## config.mk

```make
export PLATFORM = sky130hd
export DESIGN_NAME = alu_arbiter
export DESIGN_NICKNAME = d
export VERILOG_FILES = /design/src/rtl/alu_arbiter.sv
export SDC_FILE = /design/constraint.sdc
export NUM_CORES = 1
export LEC_CHECK = 0
export CORE_MARGIN = 3
export CORE_UTILIZATION = 43
export CTS_CLUSTER_DIAMETER = 50
export CTS_CLUSTER_SIZE = 14
export DETAILED_ROUTE_END_ITERATION = 10
export PLACE_DENSITY_LB_ADDON = 0.2
export SYNTH_ARGS = -nofsm -noshare
export SYNTH_HDL_FRONTEND = slang
export SYNTH_SLANG_ARGS = --single-unit
```

## constraint.sdc

```tcl
create_clock -name clk -period 4.5 [get_ports clk]
set_input_delay 0.675 -clock clk [delete_from_list [all_inputs] [get_ports clk]]
set_output_delay 0.675 -clock clk [all_outputs]
set_load 0.01 [all_outputs]
```

## src/rtl/alu_arbiter.sv

```systemverilog
// alu_arbiter: shares one external combinational yAlu between two requesters.
// Each requester hands over operands through a valid/ready handshake and gets
// its result back on its own response channel. rsp_z/rsp_zero/rsp_err are
// shared by both channels.
// Optional feature macro: ALU_ARB_RR_EN.
//   defined   -> round-robin arbitration with a last-grant pointer
//   undefined -> fixed priority, requester 0 always wins contention
module alu_arbiter #(
    parameter int W     = 32,
    parameter int CNT_W = 16
) (
    input  logic             clk,
    input  logic             rst_n,
    input  logic             req0_valid,
    input  logic             req1_valid,
    output logic             req0_ready,
    output logic             req1_ready,
    input  logic [W-1:0]     req0_a,
    input  logic [W-1:0]     req0_b,
    input  logic [W-1:0]     req1_a,
    input  logic [W-1:0]     req1_b,
    input  logic [2:0]       req0_op,
    input  logic [2:0]       req1_op,
    output logic             rsp0_valid,
    output logic             rsp1_valid,
    input  logic             rsp0_ready,
    input  logic             rsp1_ready,
    output logic [W-1:0]     rsp_z,
    output logic             rsp_zero,
    output logic             rsp_err,
    output logic [W-1:0]     alu_a,
    output logic [W-1:0]     alu_b,
    output logic [2:0]       alu_op,
    input  logic [W-1:0]     alu_z,
    input  logic             alu_ex,
    output logic [CNT_W-1:0] ops_done
);

    typedef enum logic [1:0] {
        ST_IDLE = 2'd0,
        ST_EXEC = 2'd1,
        ST_RESP = 2'd2
    } state_e;

    state_e           state_q;
    state_e           state_d;
    logic             grant_s;      // 0: requester 0 wins, 1: requester 1 wins
    logic             accept_s;
    logic             done_s;
    logic [W-1:0]     sel_a_s;
    logic [W-1:0]     sel_b_s;
    logic [2:0]       sel_op_s;
    logic             id_q;
    logic             illegal_q;
    logic [W-1:0]     alu_a_q;
    logic [W-1:0]     alu_b_q;
    logic [2:0]       alu_op_q;
    logic [W-1:0]     rsp_z_q;
    logic             rsp_zero_q;
    logic             rsp_err_q;
    logic [CNT_W-1:0] ops_done_q;

    // Opcodes the ALU implements; anything else is answered with rsp_err.
    function automatic logic op_legal(input logic [2:0] op);
        case (op)
            3'b000, 3'b001, 3'b010, 3'b110, 3'b111: op_legal = 1'b1;
            default:                                op_legal = 1'b0;
        endcase
    endfunction

`ifdef ALU_ARB_RR_EN
    logic last_q;   // requester granted most recently

    // Winner selection: alternate under contention, lone requester always wins.
    always_comb begin
        grant_s = 1'b0;
        if (req0_valid && req1_valid) begin
            grant_s = ~last_q;
        end else begin
            grant_s = req1_valid;
        end
    end

    // Last-grant pointer; reset value lets requester 0 win the first contest.
    always_ff @(posedge clk or negedge rst_n) begin
        if (!rst_n) begin
            last_q <= 1'b1;
        end else if (accept_s) begin
            last_q <= grant_s;
        end
    end
`else
    // Winner selection: requester 0 has fixed priority.
    always_comb begin
        grant_s = 1'b0;
        if (req0_valid) begin
            grant_s = 1'b0;
        end else begin
            grant_s = req1_valid;
        end
    end
`endif

    // Operand/op mux from the winning requester.
    always_comb begin
        sel_a_s  = req0_a;
        sel_b_s  = req0_b;
        sel_op_s = req0_op;
        if (grant_s) begin
            sel_a_s  = req1_a;
            sel_b_s  = req1_b;
            sel_op_s = req1_op;
        end else begin
            sel_a_s  = req0_a;
            sel_b_s  = req0_b;
            sel_op_s = req0_op;
        end
    end

    // FSM state register.
    always_ff @(posedge clk or negedge rst_n) begin
        if (!rst_n) begin
            state_q <= ST_IDLE;
        end else begin
            state_q <= state_d;
        end
    end

    // FSM next state, request acceptance and response completion.
    always_comb begin
        state_d    = state_q;
        accept_s   = 1'b0;
        done_s     = 1'b0;
        req0_ready = 1'b0;
        req1_ready = 1'b0;
        case (state_q)
            ST_IDLE: begin
                if (req0_valid || req1_valid) begin
                    accept_s   = 1'b1;
                    req0_ready = ~grant_s;
                    req1_ready = grant_s;
                    state_d    = ST_EXEC;
                end else begin
                    state_d = ST_IDLE;
                end
            end
            ST_EXEC: begin
                state_d = ST_RESP;
            end
            ST_RESP: begin
                if ((!id_q && rsp0_ready) || (id_q && rsp1_ready)) begin
                    done_s  = 1'b1;
                    state_d = ST_IDLE;
                end else begin
                    state_d = ST_RESP;
                end
            end
            default: begin
                state_d = ST_IDLE;
            end
        endcase
    end

    // Latch the accepted request; illegal ops never reach the ALU inputs so
    // they keep their previous (legal) values.
    always_ff @(posedge clk or negedge rst_n) begin
        if (!rst_n) begin
            id_q      <= 1'b0;
            illegal_q <= 1'b0;
            alu_a_q   <= {W{1'b0}};
            alu_b_q   <= {W{1'b0}};
            alu_op_q  <= 3'b000;
        end else if (accept_s) begin
            id_q <= grant_s;
            if (op_legal(sel_op_s)) begin
                illegal_q <= 1'b0;
                alu_a_q   <= sel_a_s;
                alu_b_q   <= sel_b_s;
                alu_op_q  <= sel_op_s;
            end else begin
                illegal_q <= 1'b1;
            end
        end
    end

    // Capture the ALU result (or the error response) at the end of EXEC.
    always_ff @(posedge clk or negedge rst_n) begin
        if (!rst_n) begin
            rsp_z_q    <= {W{1'b0}};
            rsp_zero_q <= 1'b0;
            rsp_err_q  <= 1'b0;
        end else if (state_q == ST_EXEC) begin
            if (illegal_q) begin
                rsp_z_q    <= {W{1'b0}};
                rsp_zero_q <= 1'b0;
                rsp_err_q  <= 1'b1;
            end else begin
                rsp_z_q    <= alu_z;
                rsp_zero_q <= alu_ex;
                rsp_err_q  <= 1'b0;
            end
        end
    end

    // Completed-operation counter, wraps naturally.
    always_ff @(posedge clk or negedge rst_n) begin
        if (!rst_n) begin
            ops_done_q <= {CNT_W{1'b0}};
        end else if (done_s) begin
            ops_done_q <= ops_done_q + {{(CNT_W-1){1'b0}}, 1'b1};
        end
    end

    assign rsp0_valid = (state_q == ST_RESP) && !id_q;
    assign rsp1_valid = (state_q == ST_RESP) && id_q;
    assign rsp_z      = rsp_z_q;
    assign rsp_zero   = rsp_zero_q;
    assign rsp_err    = rsp_err_q;
    assign alu_a      = alu_a_q;
    assign alu_b      = alu_b_q;
    assign alu_op     = alu_op_q;
    assign ops_done   = ops_done_q;

endmodule

```

* After elaboration in Yosys (flattened, before gate mapping)
Index checks and enable logic that the tools add are counted.
** Word-level totals
- Memories :: 0
- Output and inout bits :: 121
- Bits in read-only memories :: 0
- Latch bits :: 0
- Register bits :: 121
- Bits of input ports :: 173
- Bits in writable memories :: 0
** Operators by class
- Equality and inequality tests :: 6
- Bitwise logic cells :: 1
- Shifts and indexed selects :: 0
- $lt $le $gt $ge :: 0
- Div/mod/pow operators :: 0
- Multiplexer cells :: 21
- $add $sub $neg :: 1
- Multiply operators :: 0
- Reduce and logical (&&, ||, !) cells :: 11
** Operator list (number)
- 32-bit two-way mux :: 3
- 16-bit by 1-bit adder with 16-bit output, second input constant :: 1
- 1-bit two-way mux :: 15
- 3-bit == test, second input constant :: 2
- 2-bit case mux with 3 select lines :: 1
- 5-bit OR reduction :: 1
- 1-bit logical AND :: 4
- 3-bit by 1-bit == test with 1-bit output, second input constant :: 1
- 3-bit by 2-bit == test with 1-bit output, second input constant :: 1
- 3-bit zero test :: 1
- 3-bit two-way mux :: 1
- 2-bit by 1-bit == test with 1-bit output, second input constant :: 1
- 2-bit == test, second input constant :: 1
- 2-bit zero test :: 1
- 1-bit logical OR :: 2
- 2-bit two-way mux :: 1
- 2-bit AND reduction :: 1
- 1-bit zero test :: 1
- 1-bit NOT :: 1

* Depth between registers and ports, before layout
- Depth after elaboration :: 7
- Depth in mapped cells :: 7
- Mapped depth without buffers :: 5

* Worst setup path before layout
No wires, ideal clock.
- Path kind :: input-to-output
- Start point :: input req0_valid
- End point :: output req1_ready
- Buffers on the path :: 2
- Path slack :: 2363 ps
- Arrival :: 1462 ps
- Cell stages on the path :: 4
- Cell sequence :: nand2b_1 > buf_2 > clkbuf_1 > nor3_1
** Between the ends
- Cells in the longest elaborated chain, start to end :: 3
** Ends and longest elaborated chain
- start: declaration :: line 14 : input logic req0_valid,
- 1-bit two-way mux or 1-bit logical OR (tied branches) :: line 96, 138
- 1-bit two-way mux * :: line 138 : if (req0_valid || req1_valid) begin
- 1-bit two-way mux * :: line 136 : case (state_q)
- end: declaration :: line 17 : output logic req1_ready,
Every way passes the cells marked *; elsewhere a longest branch is shown, timed or not.

* Final worst setup path
Same ends and word-level chain as after synthesis.

==> results.md <==
- DP Cell Count: 1028
- FF-to-FF path depth: 5
- Least-Margin Pin Slew: 1024 ps
- Initial antenna violation count: 0
- Async set-reset flop share out of synthesis: 100.0%
- Mapped Nets: 764
- First-pass GRT wire length: 26210 um
- Rows: 41
- Clock Skews: 4.993 ps
- Placer Congestion: 0.8365
- Highest-delay cell along the critical path: clkdlybuf4s50_1
- Top-Level Pins: 294
- Seq/Total Area, Yosys: 53.25%
- CTS buffer count: 17
- Core ar.: 0.01277 mm^2
- Die ar.: 0.01464 mm^2
- Max_slew headroom: 31.73%
- Total of fill cells in the finished design: 890
- Syn Inst Count: 590
- Warnings from Yosys: 0
- CP Buf/Inv Count: 2
- Sink Count: 121
- Worst Hold Class: in2async
- Post-DR wirelength/cell: 15.85 um
- Status: finished clean
- Setup crit start kind: primary input
- Post-cts sizing count: 0
- Final TNS setup: 0 ps
- Largest net degree at the start of global routing: 69
- Min Tclk post-route: 2956 ps
- Post-synth cell types: 34
- Ratio of cells with drive above 1 in the final layout: 9.245%
- Die Y: 121 um
- Total Wirelength: 16790 um
- Worst endpoint required time: 3830 ps
- Max Clk Rate: 0.3382 GHz
- Setup violators final: 0
- Post-synth EDFFs: 0
- Vias in the first global route: 5231
- Final hold violations: 0
- Top FF cell, synth: dfrtp_1
- Fin. max-slew vios: 0
- R2R Setup Slk: 2330 ps
- FF+latch count, synth: 121
- Utilization after layout: 73.01%
- CTS Root Cell: clkbuf_16
- Max stage delay on crit path: 600 ps
- CP Data Arrival Time: 2280 ps
- Post CTS Setup Buffer Count: 0
- Final HPWL DP: 12510 um
- Layout Area Growth over Synthesis: 64.00%
- Number of diodes: 0
- Leak pwr: 4.186 nW
- PD cells: 602.3 mW/mm^2
- Most frequent CP cell: clkdlybuf4s50_1
- R2R Path Start: state_q[1]$_DFF_PN0_
- Worst-path clk slew: 50 ps
- Mapped cell area: 0.005687 mm^2
- CP cell instances: clkdlybuf4s50_1 -> nand2b_2 -> nor3_1 -> clkdlybuf4s50_1
- Latest clock arrival within the worst-skew pair: 410 ps
- Crit Path Max Fanout: 4
- Maxcap violations: 0
- CTS tree: built
- GR Overflow Total: 0
- CP top delay family: buffers and inverters
- RSZ-0062 raised after global routing: false
- Net count, final: 1049
- Reg area: 0.003028 mm^2
- CP Capture Type: output port
- Kind of critical path: in2out
- Via Count: 5106
- Die X: 121 um
- Final period utilization: 65.70%
- Residual DRC: 0
- Reg2reg end: alu_a[7]$_DFFE_PN0P_
- Multi-input logic area: 0.002489 mm^2
- Initial Util: 44.52%
- Number of I/O port buffers: 293
- Syn_area_per_cell: 9.638 um^2
- Drt first pass iters: 4
- Layout Cells excl Fill: 1059
- Vias per inst: 4.822
- Total GRT Usage: 23.17%
- Detail Route Antenna Nets: 0
- H-tree Lvls: 4
- Hold buffers post-CTS: 0
- VDD IR-drop max: 0.0003107 V
- Clock Tree Buf Depth: 2
- Initial DRC Count: 297
Yosys cell counts (2+ instances only):
| cell | count | share of area [%] |
|---|---|---|
| dfrtp_1 | 121 | 53 |
| a2bb2oi_1 | 2 | 0.31 |
| nor4_2 | 2 | 0.44 |
| mux2i_1 | 3 | 0.53 |
| nand4_1 | 2 | 0.22 |
| mux2_2 | 40 | 7.9 |
| inv_1 | 2 | 0.13 |
| and3_1 | 2 | 0.22 |
| nand3_1 | 6 | 0.53 |
| xnor2_1 | 10 | 1.5 |
| nand2_1 | 241 | 16 |
| xor2_1 | 5 | 0.77 |
| nor3_1 | 3 | 0.26 |
| clkbuf_1 | 17 | 1.1 |
| nand2b_1 | 39 | 4.3 |
| buf_8 | 3 | 0.79 |
| o21ai_0 | 35 | 3.1 |
| buf_2 | 3 | 0.26 |
| buf_1 | 5 | 0.33 |
| buf_4 | 3 | 0.40 |
| mux2_1 | 28 | 5.5 |
| nor2_1 | 6 | 0.40 |
worst max-delay path by stage:
stage,from,endpoint,slack (ps),cells after the start
CTS,req0_valid,req1_ready,1580,4
global placement,req0_valid,alu_a[31]$_DFFE_PN0P_,1590,6
floorplan,req0_valid,req1_ready,2360,4
finish,req0_valid,req1_ready,1540,4
detailed placement,req0_valid,alu_b[27]$_DFFE_PN0P_,1570,6
global route,req0_valid,req1_ready,1460,4
sequential cells by signal, summed over array words and instances, names as in the netlist:
name	cells
alu_a	32
alu_b	32
rsp_z	32
ops_done	16
alu_op	3
state_q	2
id_q	1
illegal_q	1
rsp_err	1
rsp_zero	1
through the flow:
stage	hold WS (ps)	setup slack [ps]	total power [mW]	area [um^2]
2_1_floorplan	379.4	2363	2.877	5687
3_3_place_gp	461.7	1588	4.149	8707
3_5_place_dp	469.6	1567	4.236	8707
4_1_cts	317.4	1575	5.687	9326
5_1_grt	340.9	1462	5.952	9326
6_report	304.7	1544	5.618	9326
layout make-up:
| type | count | share of cell area, % |
|---|---|---|
| clock buffers | 22 | 5.085 |
| clock inverters | 9 | 1.556 |
| inverters | 2 | 0.08049 |
| multi-input cells | 435 | 26.68 |
| flip-flops and latches | 121 | 32.47 |
| well taps | 172 | 2.307 |
| repair buffers | 298 | 31.82 |
routing by layer:
layer	up-vias	GRT usage [%]	share of wire (%)
met5	-	0	0
met4	0	9.278	2.4
met3	32	8.578	8.2
met2	186	41.47	53
met1	2413	24.56	36
li1	2475	-	-
power by group:
part           total, mW  internal [mW]  switching, mW
clock network       1.41          0.962          0.452
logic               2.32           1.35          0.968
registers           1.88           1.57          0.312
cells in the final DEF, fill, tap and decap left out, types with 10 or more instances in the layout:
cell type	netlist	layout
clkbuf_16	0	17
clkdlybuf4s50_1	0	292
dfrtp_1	121	121
mux2_1	28	28
mux2_2	40	40
nand2_1	241	241
nand2b_1	39	37
o21ai_0	35	35
xnor2_1	10	10
kinds of logic after synthesis:
family	synth area share (%)
AO/OA/AOI/OAI	4.202
XOR/XNOR	2.310
adder cells (fa/ha/maj)	0.2200
buffers and inverters	3.234
flip-flops	53.25
multiplexers	13.99
AND/OR/NAND/NOR	22.79
Power figures use the tool's default switching activity.
